===== src/rtl/csr_pkg.sv =====
// ============================================================================
// Module : csr_pkg
// Desc   : Shared types, CSR addresses and mstatus bit positions for csrfile.
// Rev    : 1.0  initial release
// ============================================================================
`default_nettype none

package csr_pkg;

    typedef enum logic [1:0] {
        OP_NONE = 2'b00,
        OP_RW   = 2'b01,
        OP_RS   = 2'b10,
        OP_RC   = 2'b11
    } csr_op_t;

    typedef struct packed {
        logic [11:0] a;
        logic [31:0] d;
        csr_op_t     t;
    } csr_req;

    typedef struct packed {
        logic        exists;
        logic [31:0] d;
    } csr_resp;

    localparam logic [11:0] CSR_MSTATUS   = 12'h300;
    localparam logic [11:0] CSR_MISA      = 12'h301;
    localparam logic [11:0] CSR_MIE       = 12'h304;
    localparam logic [11:0] CSR_MTVEC     = 12'h305;
    localparam logic [11:0] CSR_MSCRATCH  = 12'h340;
    localparam logic [11:0] CSR_MEPC      = 12'h341;
    localparam logic [11:0] CSR_MCAUSE    = 12'h342;
    localparam logic [11:0] CSR_MTVAL     = 12'h343;
    localparam logic [11:0] CSR_MIP       = 12'h344;
    localparam logic [11:0] CSR_MCYCLE    = 12'hB00;
    localparam logic [11:0] CSR_MCYCLEH   = 12'hB80;
    localparam logic [11:0] CSR_MINSTRET  = 12'hB02;
    localparam logic [11:0] CSR_MINSTRETH = 12'hB82;
    localparam logic [11:0] CSR_CYCLE     = 12'hC00;
    localparam logic [11:0] CSR_CYCLEH    = 12'hC80;
    localparam logic [11:0] CSR_INSTRET   = 12'hC02;
    localparam logic [11:0] CSR_INSTRETH  = 12'hC82;
    localparam logic [11:0] CSR_MVENDORID = 12'hF11;
    localparam logic [11:0] CSR_MARCHID   = 12'hF12;
    localparam logic [11:0] CSR_MIMPID    = 12'hF13;
    localparam logic [11:0] CSR_MHARTID   = 12'hF14;

    localparam int MSTATUS_MIE_BIT  = 3;
    localparam int MSTATUS_MPIE_BIT = 7;

    localparam logic [31:0] MISA_VALUE = 32'h4000_0100;
    localparam logic [31:0] MIE_MASK   = 32'h0000_0888;

endpackage

`default_nettype wire


===== src/rtl/csr_counter64.sv =====
// ============================================================================
// Module : csr_counter64
// Desc   : 64-bit counter with increment and independent lo/hi write ports.
// Rev    : 1.0  initial release
// ============================================================================
`default_nettype none

module csr_counter64 (
    input  logic        clk,
    input  logic        rst,
    input  logic        i_inc,
    input  logic        i_wr_lo,
    input  logic        i_wr_hi,
    input  logic [31:0] i_wdata,
    output logic [63:0] o_value
);

    logic [31:0] r_lo;
    logic [31:0] r_hi;
    logic [32:0] w_lo_sum;

    assign w_lo_sum = {1'b0, r_lo} + {32'd0, i_inc};
    assign o_value  = {r_hi, r_lo};

    // A written half ignores the increment; a lo write never carries into hi,
    // and a hi write keeps lo counting but drops its carry.
    always_ff @(posedge clk or negedge rst) begin
        if (!rst) begin
            r_lo <= 32'd0;
            r_hi <= 32'd0;
        end else if (i_wr_lo) begin
            r_lo <= i_wdata;
        end else if (i_wr_hi) begin
            r_hi <= i_wdata;
            r_lo <= w_lo_sum[31:0];
        end else begin
            r_lo <= w_lo_sum[31:0];
            r_hi <= r_hi + {31'd0, w_lo_sum[32]};
        end
    end

endmodule

`default_nettype wire


===== src/rtl/csrfile.sv =====
// ============================================================================
// Module : csrfile
// Desc   : Machine-mode CSR register file with counters, trap entry and mret.
// Rev    : 1.0  initial release
// ============================================================================
`default_nettype none

module csrfile
    import csr_pkg::*;
#(
    parameter logic [31:0] HARTID      = 32'd0,
    parameter logic [31:0] MTVEC_RESET = 32'h0000_0000
) (
    input  logic        clk,
    input  logic        rst,
    input  logic        csrfile_req_valid,
    output logic        csrfile_req_ready,
    input  csr_req      csrfile_req_data,
    output csr_resp     csrfile_resp,
    input  logic        trap_valid,
    input  logic [31:0] trap_cause,
    input  logic [31:0] trap_pc,
    input  logic [31:0] trap_tval,
    input  logic        mret_valid,
    input  logic        instret,
    input  logic        irq_ext,
    input  logic        irq_timer,
    input  logic        irq_soft,
    output logic [31:0] mtvec_out,
    output logic [31:0] mepc_out,
    output logic        intr_pending
);

    localparam logic [31:0] C_MTVEC_RST = MTVEC_RESET & ~32'h3;

    logic        r_mie_bit;
    logic        r_mpie;
    logic [31:0] r_mie;
    logic [31:0] r_mtvec;
    logic [31:0] r_mscratch;
    logic [31:0] r_mepc;
    logic [31:0] r_mcause;
    logic [31:0] r_mtval;

    logic [63:0] w_mcycle;
    logic [63:0] w_minstret;
    logic [31:0] w_mstatus;
    logic [31:0] w_mip;
    logic        w_fire;
    logic        w_wr_en;
    logic [31:0] w_wdata;

    assign w_mstatus = {19'd0, 2'b11, 3'd0, r_mpie, 3'd0, r_mie_bit, 3'd0};
    assign w_mip     = {20'd0, irq_ext, 3'd0, irq_timer, 3'd0, irq_soft, 3'd0};

    assign csrfile_req_ready = !trap_valid && !mret_valid;
    assign mtvec_out         = r_mtvec;
    assign mepc_out          = r_mepc;
    assign intr_pending      = r_mie_bit && |(w_mip & r_mie);

    always_comb begin
        csrfile_resp.exists = 1'b1;
        csrfile_resp.d      = 32'd0;
        case (csrfile_req_data.a)
            CSR_MSTATUS:                  csrfile_resp.d = w_mstatus;
            CSR_MISA:                     csrfile_resp.d = MISA_VALUE;
            CSR_MIE:                      csrfile_resp.d = r_mie;
            CSR_MTVEC:                    csrfile_resp.d = r_mtvec;
            CSR_MSCRATCH:                 csrfile_resp.d = r_mscratch;
            CSR_MEPC:                     csrfile_resp.d = r_mepc;
            CSR_MCAUSE:                   csrfile_resp.d = r_mcause;
            CSR_MTVAL:                    csrfile_resp.d = r_mtval;
            CSR_MIP:                      csrfile_resp.d = w_mip;
            CSR_MCYCLE,    CSR_CYCLE:     csrfile_resp.d = w_mcycle[31:0];
            CSR_MCYCLEH,   CSR_CYCLEH:    csrfile_resp.d = w_mcycle[63:32];
            CSR_MINSTRET,  CSR_INSTRET:   csrfile_resp.d = w_minstret[31:0];
            CSR_MINSTRETH, CSR_INSTRETH:  csrfile_resp.d = w_minstret[63:32];
            CSR_MVENDORID, CSR_MARCHID,
            CSR_MIMPID:                   csrfile_resp.d = 32'd0;
            CSR_MHARTID:                  csrfile_resp.d = HARTID;
            default:                      csrfile_resp.exists = 1'b0;
        endcase
    end

    always_comb begin
        w_wdata = csrfile_req_data.d;
        case (csrfile_req_data.t)
            OP_RS:   w_wdata = csrfile_resp.d | csrfile_req_data.d;
            OP_RC:   w_wdata = csrfile_resp.d & ~csrfile_req_data.d;
            default: w_wdata = csrfile_req_data.d;
        endcase
    end

    // Set/clear with a zero mask must not disturb side-effecting registers.
    assign w_fire  = csrfile_req_valid && csrfile_req_ready;
    assign w_wr_en = w_fire && csrfile_resp.exists
                  && (csrfile_req_data.a[11:10] != 2'b11)
                  && (csrfile_req_data.t != OP_NONE)
                  && !((csrfile_req_data.t != OP_RW) && (csrfile_req_data.d == 32'd0));

    always_ff @(posedge clk or negedge rst) begin
        if (!rst) begin
            r_mie_bit  <= 1'b0;
            r_mpie     <= 1'b0;
            r_mie      <= 32'd0;
            r_mtvec    <= C_MTVEC_RST;
            r_mscratch <= 32'd0;
            r_mepc     <= 32'd0;
            r_mcause   <= 32'd0;
            r_mtval    <= 32'd0;
        end else if (trap_valid) begin
            r_mepc    <= trap_pc & ~32'h3;
            r_mcause  <= trap_cause;
            r_mtval   <= trap_tval;
            r_mpie    <= r_mie_bit;
            r_mie_bit <= 1'b0;
        end else if (mret_valid) begin
            r_mie_bit <= r_mpie;
            r_mpie    <= 1'b1;
        end else if (w_wr_en) begin
            case (csrfile_req_data.a)
                CSR_MSTATUS: begin
                    r_mie_bit <= w_wdata[MSTATUS_MIE_BIT];
                    r_mpie    <= w_wdata[MSTATUS_MPIE_BIT];
                end
                CSR_MIE:      r_mie      <= w_wdata & MIE_MASK;
                CSR_MTVEC:    r_mtvec    <= w_wdata & ~32'h3;
                CSR_MSCRATCH: r_mscratch <= w_wdata;
                CSR_MEPC:     r_mepc     <= w_wdata & ~32'h3;
                CSR_MCAUSE:   r_mcause   <= w_wdata;
                CSR_MTVAL:    r_mtval    <= w_wdata;
                default: ;
            endcase
        end
    end

    csr_counter64 u_mcycle (
        .clk     (clk),
        .rst     (rst),
        .i_inc   (1'b1),
        .i_wr_lo (w_wr_en && (csrfile_req_data.a == CSR_MCYCLE)),
        .i_wr_hi (w_wr_en && (csrfile_req_data.a == CSR_MCYCLEH)),
        .i_wdata (w_wdata),
        .o_value (w_mcycle)
    );

    csr_counter64 u_minstret (
        .clk     (clk),
        .rst     (rst),
        .i_inc   (instret),
        .i_wr_lo (w_wr_en && (csrfile_req_data.a == CSR_MINSTRET)),
        .i_wr_hi (w_wr_en && (csrfile_req_data.a == CSR_MINSTRETH)),
        .i_wdata (w_wdata),
        .o_value (w_minstret)
    );

endmodule

`default_nettype wire

===== config.mk =====
export PLATFORM = sky130hd
export DESIGN_NAME = csrfile
export DESIGN_NICKNAME = d
export VERILOG_FILES = /design/src/rtl/csr_pkg.sv /design/src/rtl/csr_counter64.sv /design/src/rtl/csrfile.sv
export SDC_FILE = /design/constraint.sdc
export NUM_CORES = 1
export LEC_CHECK = 0
export CORE_MARGIN = 2
export CORE_UTILIZATION = 35
export CTS_CLUSTER_SIZE = 14
export DETAILED_ROUTE_END_ITERATION = 6
export PLACE_DENSITY_LB_ADDON = 0.2
export SETUP_SLACK_MARGIN = 0.5
export SYNTH_ARGS = -nofsm -noshare
export SYNTH_HDL_FRONTEND = slang
export SYNTH_SLANG_ARGS = --single-unit

===== constraint.sdc =====
create_clock -name clk -period 3.8 [get_ports clk]
set_input_delay 0.76 -clock clk [delete_from_list [all_inputs] [get_ports clk]]
set_output_delay 0.76 -clock clk [all_outputs]
set_load 0.1 [all_outputs]

==> results of run 1 <==
logic make-up (layout without fill, tap and decap cells):
kind of cell             Yosys count  in the layout  synth area share, %
XOR/XNOR                          61             61                 3.03
AND/OR/NAND/NOR                  614            614                 18.1
flip-flops                       289            289                 41.0
multiplexers                      91             91                 6.18
AO/OA/AOI/OAI                    694            695                 26.2
adder cells (fa/ha/maj)            7              7                0.496
buffers and inverters            182            698                 4.96
other                              1              7               0.0213
through the flow:
stage                     area, µm²  cells  TNS [ps]  utilization, %
after floorplan               18000   1942     -3290               -
final                         26500   3134         0            53.1
after global placement        23200   2966     -8310            46.4
after detailed placement      23200   2966     -8520            46.4
after global routing          26500   3133         0            53.1
after CTS                     25500   3081         0            51.0
synth_stat cells (6+ instances only):
library cell | number | area [µm²]
a211oi_1 | 13 | 97.6
a21o_1 | 8 | 60.1
a21oi_1 | 98 | 490
a221o_1 | 10 | 100
a222oi_1 | 7 | 70.1
a22oi_1 | 129 | 968
a22oi_2 | 9 | 113
a31o_2 | 7 | 61.3
a31oi_1 | 14 | 87.6
a41oi_1 | 7 | 61.3
and2_1 | 14 | 87.6
and3_1 | 33 | 206
and4_1 | 18 | 158
buf_2 | 46 | 230
buf_4 | 20 | 150
buf_6 | 8 | 90.1
clkbuf_1 | 73 | 274
dfrtp_1 | 289 | 7230
ha_1 | 7 | 87.6
inv_1 | 32 | 120
mux2_2 | 24 | 270
mux2i_1 | 55 | 551
mux4_2 | 12 | 270
nand2_1 | 170 | 638
nand3_1 | 65 | 325
nand4_1 | 32 | 200
nor2_1 | 127 | 477
nor2b_1 | 31 | 194
nor3_1 | 28 | 140
nor3b_1 | 6 | 45.0
nor4_1 | 42 | 263
o211a_1 | 7 | 70.1
o211ai_1 | 29 | 218
o21ai_0 | 208 | 1040
o21ai_1 | 32 | 160
o221ai_1 | 11 | 96.3
o22ai_1 | 32 | 200
o31a_1 | 8 | 70.1
o31ai_1 | 6 | 45.0
or3_1 | 8 | 50.1
xnor2_1 | 34 | 298
xor2_1 | 27 | 236
registers in the layout, summed over array words and instances, names as in the netlist:
| signal | cells |
|---|---|
| r_mie | 3 |
| u_mcycle.r_hi | 32 |
| r_mpie | 1 |
| r_mscratch | 32 |
| r_mtval | 32 |
| mepc_out | 30 |
| r_mie_bit | 1 |
| u_mcycle.r_lo | 32 |
| u_minstret.r_lo | 32 |
| u_minstret.r_hi | 32 |
| r_mcause | 32 |
| mtvec_out | 30 |
what timing repair did:
| action | CTS | global route |
|---|---|---|
| hold buffers | 0 | 0 |
| setup endpoints to repair | 67 | 67 |
| gates resized for setup | 185 | 142 |
| gates cloned | 8 | 0 |
| hold endpoints to repair | 0 | 0 |
| pin swaps | 51 | 83 |
| buffers inserted | 45 | 50 |
worst paths after layout:
kind                                 startpoint             endpoint  slack [ps]  depth (start not counted)
max                        csrfile_req_data[37]     csrfile_resp[32]         370                          8
max in group asynchronous                   rst  u_minstret.r_hi[10]        2660                          2
min                                         rst          r_mtval[22]         160                          1
min in group clk                 r_mscratch[26]       r_mscratch[26]         480                          2
max reg2reg                  u_minstret.r_lo[0]  u_minstret.r_hi[30]         410                         16
min reg2reg                      r_mscratch[26]       r_mscratch[26]         480                          2
routing by layer:
| metal | vias to the layer above | wire, µm | track usage [%] |
|---|---|---|---|
| li1 | 8385 | - | - |
| met1 | 9564 | 35700 | 43.8 |
| met2 | 1000 | 37000 | 46.5 |
| met3 | 205 | 7160 | 6.30 |
| met4 | 2 | 4100 | 14.8 |
| met5 | - | 9 | 0 |
final cells by class:
cell class              count  area (µm²)
inverters                  32         120
repair buffers            604        6260
clock inverters             7        77.6
fillers                  4531       23400
well taps                 672         841
flip-flops and latches    289        7240
diodes                      3        7.51
multi-input cells        1472       10900
clock buffers              55        1080
power by group:
part	internal [W]	switching [W]	leakage, nW
Sequential	0.00323	0.000167	3.74
Clock	0.00203	0.00138	0.570
Combinational	0.000625	0.000926	6.74
placed cells by master (no fill, tap or decap), types with 25 or more instances in the layout:
cell type	n
buf_12	70
a21oi_1	91
inv_1	26
and3_1	29
xnor2_1	34
nand4_1	32
dfrtp_1	281
a22oi_1	110
nand3_1	55
nor2_1	118
nor2b_1	31
clkdlybuf4s50_1	193
buf_6	40
o211ai_1	29
o21ai_0	170
nor3_1	25
clkbuf_16	38
mux2i_1	53
nor4_1	34
o21ai_1	64
buf_4	277
a22oi_2	28
nand2_1	152
xor2_1	27
worst reg2reg max path: stages (launching register included):
cell and delay [ps]:
dfrtp_1 390, ha_4 160, ha_4 140, nand2_4 50, nor4_4 390, buf_4 200, nand4_1 130, nor2_2 190
buf_6 130, ha_4 150, ha_4 150, nand3_4 100, nor2_4 160, nand4b_1 140, or2_4 260, or4_4 470
o211ai_1 90
==> impl_metrics.json, run 1 <==
{
  "drive_gt1_share_pct": 29.9,
  "cpPeakStageDelay_ps": 570,
  "grt_max_degree": 86,
  "ant_nets": 0,
  "synth.cell_area_um2": 17600,
  "crit_chain": "buf_6 > buf_6 > or4_4 > a211oi_4 > a31oi_1 > or4_1 > nand4_1 > buf_12",
  "finalCritPeriodShare_pct": 90.2,
  "cp_top_family": "simple AND/OR/NAND/NOR gates",
  "peakVddDrop_mv": 0.303,
  "cts_max_path_buffers": 3,
  "dr_total_vias": 19156,
  "grt.overflow.total": 0,
  "ys_warn_count": 0,
  "rows": 82,
  "nets": 2593,
  "run_status": "complete, no violations",
  "worstSetupPathType": "input pin to output pin",
  "crit_buf_inv": 3,
  "die_area_um2": 52200,
  "antenna_found_initial": 3,
  "cp_slowest_cell": "or4_4",
  "track_usage_pct": 31.3,
  "synthToLayoutAreaGrowth_pct": 50.3,
  "rsz0062_at_grt": "true",
  "synth_top_flop_cell": "dfrtp_1",
  "setup_ws_ps": 374,
  "pre_cts_ws_ps": -486,
  "clock_skew_ps": 24.0,
  "drv_slew": 0,
  "grt_pass1_wl_um": 123000,
  "numCtsBuffers": 36,
  "crit_required_ps": 3040,
  "worstMarginPinSlew_ps": 1140,
  "routed_wl_um": 83900,
  "dpl.hpwl_um": 61500,
  "drt-initial-drc-count": 2233,
  "maxSlewHeadroom_pct": 23.6,
  "pin_count": 250,
  "gp_congestion": 0.987,
  "p_per_area_nw_per_um2": 315,
  "fin_crit_ps": 3430,
  "cap_viol_max_count": 0,
  "timing.hold.ws_ps": 164,
  "setup_viol": 0,
  "netlist_instances": 1939,
  "worstPathArrival_ps": 2670,
  "cts_tree": "done",
  "cts-htree-levels": 2,
  "initial_utilization_pct": 35.3,
  "route.detailed.drc": 0,
  "crit_fanout": 5,
  "p_total_w": 0.00836,
  "hold_viol": 0,
  "crit_path_frequent_cell": "buf_6",
  "core_um2": 50000,
  "synth_cell_type_count": 91,
  "fp.dieH_um": 229,
  "worst_setup_path_start_kind": "input pin",
  "clock_sinks": 289,
  "grt_pass1_vias": 18311,
  "root_buffer": "clkbuf_16",
  "async_flop_share_pct": 100,
  "syn_area_per_cell_um2": 9.10,
  "path_clk_slew_ps": 60,
  "ys_ff_latch": 289,
  "vias_per_cell": 6.11,
  "drt_first_pass_iters": 7,
  "die_w_um": 229,
  "clock.fmax_mhz": 292,
  "clk-insertion-delay-late_ps": 560,
  "port_buffers": 243,
  "hold_class": "input pin to async pin",
  "synth_edf_count": 0,
  "ys_seq_area_share_pct": 41.0,
  "wire_per_inst_um": 26.8,
  "crit_path_end_kind": "output pin",
  "p_leak_nw": 11.1
}
Power figures use the tool's default switching activity.
==> run 2: changes to the inputs <==
--- a/config.mk
+++ b/config.mk
@@ -5,6 +5,7 @@
 export SDC_FILE = /design/constraint.sdc
 export NUM_CORES = 1
 export LEC_CHECK = 0
+export ABC_AREA = 1
 export CORE_MARGIN = 2
 export CORE_UTILIZATION = 35
 export CTS_CLUSTER_SIZE = 14
==> run 2 against run 1 <==
Net effect:
- clock-buffer cell count increased by 2
- wire length rose by 11%
- core utilization shrank 3.5 points
- largest power group unchanged
- highest routed layer is now met4
==> impl_metrics.json, run 2 <==
{
  "run_status": "complete, no violations",
  "initial_utilization_pct": 35.5,
  "timing.rr.start": "u_minstret.r_lo[0]",
  "ys_seq_area_share_pct": 37.0,
  "synth_top_area_share_pct": 37.0,
  "clock.fmax_mhz": 283,
  "yosys-top-cells-count": "nand2_1, nor2_1, dfrtp_1",
  "fin_area_um2": 27300,
  "fp.dieH_um": 240,
  "cts-htree-levels": 2,
  "grt.overflow.total": 0,
  "worst_setup_path_start_kind": "flop",
  "synth_top_family_by_area": "simple AND/OR/NAND/NOR gates",
  "worstMarginPinSlew_ps": 1030,
  "grt_max_degree": 86,
  "fin_crit_ps": 3530,
  "wire_per_inst_um": 21.9,
  "hold_viol": 0,
  "ys_ff_latch": 289,
  "cp_slowest_cell": "dfrtp_1",
  "root_buffer": "clkbuf_16",
  "synth_top_flop_cell": "dfrtp_1",
  "p_total_w": 0.00818,
  "cap_viol_max_count": 0,
  "synth_top_area_cell": "dfrtp_1",
  "synth_mux_area_share_pct": 0,
  "ys_warn_count": 0,
  "p_leak_nw": 14.1,
  "synth_edf_count": 0,
  "clock_skew_ps": 29.6,
  "core_um2": 55100,
  "synth_compound_area_share_pct": 7.15,
  "die_area_um2": 57700,
  "gp_congestion": 0.978,
  "p_per_area_nw_per_um2": 299,
  "async_flop_share_pct": 100,
  "mostFrequentLayoutCell": "nand2_1",
  "hold_class": "input pin to async pin",
  "grt_pass1_vias": 20974,
  "die_w_um": 240,
  "synth_area_leaders": "dfrtp_1, nand2_1, nand3_1",
  "dr_total_vias": 22445,
  "synthAdderAreaFrac_pct": 0.448,
  "crit_path_end_kind": "flop",
  "finalCritPeriodShare_pct": 92.9,
  "numCtsBuffers": 37,
  "timing.setup.tns_ps": 0,
  "pin_count": 250,
  "hold_buffers": 0,
  "port_buffers": 243,
  "layout_common_cells": "nand2_1, nor2_1, dfrtp_1",
  "worstPathArrival_ps": 4010,
  "maxSlewHeadroom_pct": 31.3,
  "routed_wl_um": 93000,
  "cpPeakStageDelay_ps": 380,
  "drt-initial-drc-count": 2535,
  "grt_pass1_wl_um": 135000,
  "track_usage_pct": 31.6,
  "crit_start": "u_minstret.r_lo[0]",
  "route.detailed.drc": 0,
  "syn_area_per_cell_um2": 6.38,
  "cts_max_path_buffers": 3,
  "peakVddDrop_mv": 0.256,
  "rsz0062_at_grt": "true",
  "synth_cell_type_count": 40,
  "path_clk_slew_ps": 60,
  "crit_path_frequent_cell": "buf_6",
  "yosysMostFrequentCell": "nand2_1",
  "synth_xor_area_share_pct": 4.89,
  "regArea_um2": 7230,
  "drv_slew": 0,
  "clk-insertion-delay-late_ps": 580,
  "synth.cell_area_um2": 19500,
  "crit_fanout": 2,
  "drive_gt1_share_pct": 16.0,
  "clock_sinks": 289,
  "ant_nets": 0,
  "placed_area_um2": 24700,
  "antenna_found_initial": 8,
  "multi_input_comb_area_um2": 11500,
  "cts_tree": "done",
  "dpl.hpwl_um": 68600,
  "crit_required_ps": 4280,
  "netlist_instances": 3063,
  "vias_per_cell": 5.28,
  "synthToLayoutAreaGrowth_pct": 39.9,
  "rows": 86,
  "worstSetupPathType": "flop to flop",
  "nets": 3634,
  "setup_viol": 0,
  "drt_first_pass_iters": 6,
  "synth-simple-area-share_pct": 41.7,
  "fillers": 5553
}
-- run 2: what timing repair did --
action	CTS	global route
buffers inserted	45	21
pin swaps	44	55
resized for setup	129	103
hold endpoints to repair	0	0
setup endpoints to repair	79	127
gates cloned	5	5
-- run 2: metrics by stage --
stage	hold slack, ps	std cells	util (%)	worst slack, ps
after floorplan	442	3066	-	103
after global placement	456	4109	44.8	-601
after detailed placement	460	4109	44.8	-675
after CTS	260	4226	48.4	398
after global routing	287	4252	49.6	60.5
final	239	4254	49.6	270
-- run 2: cells by family (layout without fill, tap and decap cells) --
logic type | after synthesis | count (layout)
simple gates | 1972 | 1972
buf+inv | 411 | 849
flops | 289 | 289
compound gates | 274 | 274
xor+xnor | 109 | 109
fa+ha+maj | 7 | 7
other cells | 1 | 6
-- run 2: where the power goes --
part	leakage [nW]	internal [W]	switching [W]
Clock	0.554	0.00196	0.00147
Sequential	3.61	0.00322	0.000158
Combinational	9.95	0.000461	0.000910
Total	14.1	0.00564	0.00254
-- run 2: critical path: cells and delay by family (launching register included) --
| kind | cells | cell delay (ps) |
|---|---|---|
| compound gates | 1 | 70 |
| buf+inv | 19 | 1680 |
| flops | 1 | 380 |
| xor+xnor | 1 | 150 |
| fa+ha+maj | 2 | 300 |
| simple gates | 5 | 850 |
-- run 2: path summary, 6_finish.rpt --
check	to	depth (start not counted)	slack (ps)
max	u_minstret.r_lo[18]	28	270
min	mtvec_out[3]	1	240
max reg2reg	u_minstret.r_lo[18]	28	270
min reg2reg	r_mtval[29]	2	470
max in group asynchronous	r_mcause[25]	2	2700
min in group clk	r_mtval[29]	2	470
-- run 2: final cells by class --
class                      count  area share, %
tap                          748           3.42
multi-input combinational   2366           42.2
inverter                     274           3.84
clock inverter                10          0.302
timing repair buffer         508           19.9
clock buffer                  57           3.81
antenna                        2         0.0183
sequential                   289           26.5
-- run 2: routing by layer --
metal	global-route usage, %	part of all wire [%]	routed length (µm)	vias up
met5	0	0	0	-
met4	11.6	4.0	3750	0
met3	6.03	10	9340	186
met2	48.2	43	40300	1209
met1	44.4	43	39600	10591
li1	-	-	-	10459
==> run 3: changes to the inputs <==
--- a/config.mk
+++ b/config.mk
@@ -10,8 +10,9 @@
 export CORE_UTILIZATION = 35
 export CTS_CLUSTER_SIZE = 14
 export DETAILED_ROUTE_END_ITERATION = 6
-export PLACE_DENSITY_LB_ADDON = 0.2
+export PLACE_DENSITY = 0.59
 export SETUP_SLACK_MARGIN = 0.5
 export SYNTH_ARGS = -nofsm -noshare
 export SYNTH_HDL_FRONTEND = slang
+export SYNTH_HIERARCHICAL = 1
 export SYNTH_SLANG_ARGS = --single-unit
==> run 3 against run 2 <==
Net effect:
- final cell count is 4.5% higher
- first-iteration DRC count up 15%
- sequential power increased by 3%
- clock skew is 0.85 ps higher
- hold slack got worse by 58 ps
- die area increased by 4.9%
- area after synthesis up 5.0%
- sequential share of layout area fell by 0.71 points
- core utilization is 1.0 points lower
- worst setup slack improved by 210 ps
- combinational power up 9%
- largest cell class unchanged
- highest routed layer is now met5
==> impl_metrics.json, run 3 <==
{
  "run_status": "complete, no violations",
  "crit_required_ps": 3040,
  "worstPathArrival_ps": 2560,
  "hold_class": "input pin to async pin",
  "rows": 88,
  "clock_sinks": 289,
  "ys_seq_area_share_pct": 35.3,
  "pin_count": 250,
  "cp_slowest_cell": "nor2_4",
  "crit_path_end_kind": "output pin",
  "maxSlewHeadroom_pct": 27.0,
  "mostFrequentLayoutCell": "nand2_1",
  "synthToLayoutAreaGrowth_pct": 37.0,
  "route.detailed.drc": 0,
  "hold_viol": 0,
  "cts-htree-levels": 2,
  "root_buffer": "clkbuf_16",
  "layout_common_cells": "nand2_1, nand3_1, nor2_1",
  "rsz0062_at_grt": "false",
  "synth_cell_type_count": 49,
  "syn_area_per_cell_um2": 6.26,
  "drive_gt1_share_pct": 16.1,
  "finalCritPeriodShare_pct": 87.3,
  "p_leak_nw": 13.8,
  "worst_setup_path_start_kind": "input pin",
  "fin_area_um2": 28100,
  "cap_viol_max_count": 0,
  "die_area_um2": 60500,
  "worstSetupPathType": "input pin to output pin",
  "port_buffers": 243,
  "numCtsBuffers": 39,
  "clk-insertion-delay-late_ps": 590,
  "yosys-top-cells-count": "nand2_1, nand3_1, nor2_1",
  "crit_buf_inv": 7,
  "clock.fmax_mhz": 301,
  "placed_area_um2": 25700,
  "cpPeakStageDelay_ps": 210,
  "grt_pass1_wl_um": 150000,
  "synth_top_flop_cell": "dfrtp_1",
  "initial_utilization_pct": 35.5,
  "cts_max_path_buffers": 3,
  "synth.cell_area_um2": 20500,
  "wire_per_inst_um": 24.0,
  "fin_crit_ps": 3320,
  "path_clk_slew_ps": 60,
  "async_flop_share_pct": 100,
  "routed_wl_um": 107000,
  "vias_per_cell": 5.42,
  "fillers": 5987,
  "antenna_cells": 0,
  "die_w_um": 246,
  "grt.overflow.total": 0,
  "clock_skew_ps": 30.5,
  "ys_warn_count": 6,
  "setup_viol": 0,
  "dr_total_vias": 24107,
  "grt_pass1_vias": 21917,
  "crit_chain": "buf_4 > inv_4 > nand2_2 > nor2_4 > nand2_4 > buf_6 > nor2_4 > buf_12 > clkbuf_16 > buf_12 > nand2_4 > nand2_4 > nor2_4 > nand3_4 > buf_12",
  "dpl.hpwl_um": 79300,
  "drt-initial-drc-count": 2904,
  "gp_congestion": 0.988,
  "nets": 3816,
  "worstMarginPinSlew_ps": 1090,
  "antenna_found_initial": 5,
  "grt_max_degree": 96,
  "synth_edf_count": 0,
  "dp_cells": 4337,
  "netlist_instances": 3273,
  "ant_nets": 0,
  "finalNonFillerCells": 4447,
  "synth_top_area_share_pct": 35.3,
  "synth_top_area_cell": "dfrtp_1",
  "track_usage_pct": 34.2,
  "cp_top_family": "buffers and inverters",
  "core_um2": 57800,
  "drv_slew": 0,
  "synth_area_leaders": "dfrtp_1, nand2_1, nand3_1",
  "drt_first_pass_iters": 6,
  "fp.dieH_um": 246,
  "cts_tree": "done",
  "yosysMostFrequentCell": "nand2_1",
  "ys_ff_latch": 289,
  "crit_fanout": 7,
  "p_per_area_nw_per_um2": 305,
  "peakVddDrop_mv": 0.258
}
-- run 3: what timing repair did --
item                       CTS  global route
setup endpoints to repair   46            69
gates cloned                 6             5
resized for setup          117            99
setup buffers               16            17
hold buffers                 0             0
pin swaps                   21            38
-- run 3: area by class of cell --
| type | count | area (µm²) | area share, % |
|---|---|---|---|
| sequential | 289 | 7230 | 25.7 |
| inverter | 283 | 1080 | 3.84 |
| multi-input combinational | 2557 | 12000 | 42.9 |
| tap | 765 | 957 | 3.41 |
| clock buffer | 55 | 1120 | 3.97 |
| timing repair buffer | 487 | 5590 | 19.9 |
| clock inverter | 11 | 73.8 | 0.263 |
-- run 3: routing by layer --
layer | wire, µm | vias to the layer above | GRT usage (%) | part of all wire [%]
li1 | - | 11099 | - | -
met2 | 45400 | 1365 | 50.8 | 42
met5 | 47 | - | 0 | 0.044
met4 | 5790 | 6 | 15.8 | 5.4
met3 | 10500 | 233 | 6.38 | 9.8
met1 | 45200 | 11404 | 48.0 | 42
-- run 3: cell families (layout without fill, tap and decap cells) --
kind of cell | after synthesis | after routing | synth area share (%)
xor gates and xnor gates | 23 | 23 | 0.982
AOI/OAI and AO/OA | 220 | 220 | 5.60
other | 2 | 5 | 0.0366
buffers and inverters | 430 | 836 | 8.96
DFF | 289 | 289 | 35.3
and+or+nand+nor | 2301 | 2301 | 48.7
adders and majority gates | 8 | 8 | 0.488
-- run 3: path summary, 6_finish.rpt --
path | from | slack [ps] | endpoint | cells after the start
min in group clk | r_mscratch[14] | 480 | r_mscratch[14] | 2
max in group asynchronous | rst | 2710 | r_mtval[19] | 2
hold reg to reg | r_mscratch[14] | 480 | r_mscratch[14] | 2
setup / recovery | csrfile_req_data[45] | 480 | csrfile_resp[10] | 15
hold / removal | rst | 180 | r_mcause[3] | 1
setup reg to reg | u_mcycle/r_lo[0] | 640 | u_mcycle/r_hi[16] | 21
-- run 3: stage by stage --
step,utilization [%],TNS [ps],worst slack [ps],power [W],hold WS [ps]
2_1_floorplan,-,0,501,0.00414,449
3_3_place_gp,44.5,-218,-63.7,0.00492,462
3_5_place_dp,44.5,-625,-88.6,0.00493,465
4_1_cts,47.6,0,485,0.00852,184
5_1_grt,48.6,0,477,0.00882,235
6_report,48.6,0,481,0.00857,181
-- run 3: where the power goes --
part	internal [W]	leakage (nW)	total, W	switching (W)
clock	0.00204	0.597	0.00360	0.00155
sequential	0.00325	3.72	0.00347	0.000223
combinational	0.000529	9.50	0.00150	0.000968
total	0.00582	13.8	0.00857	0.00275
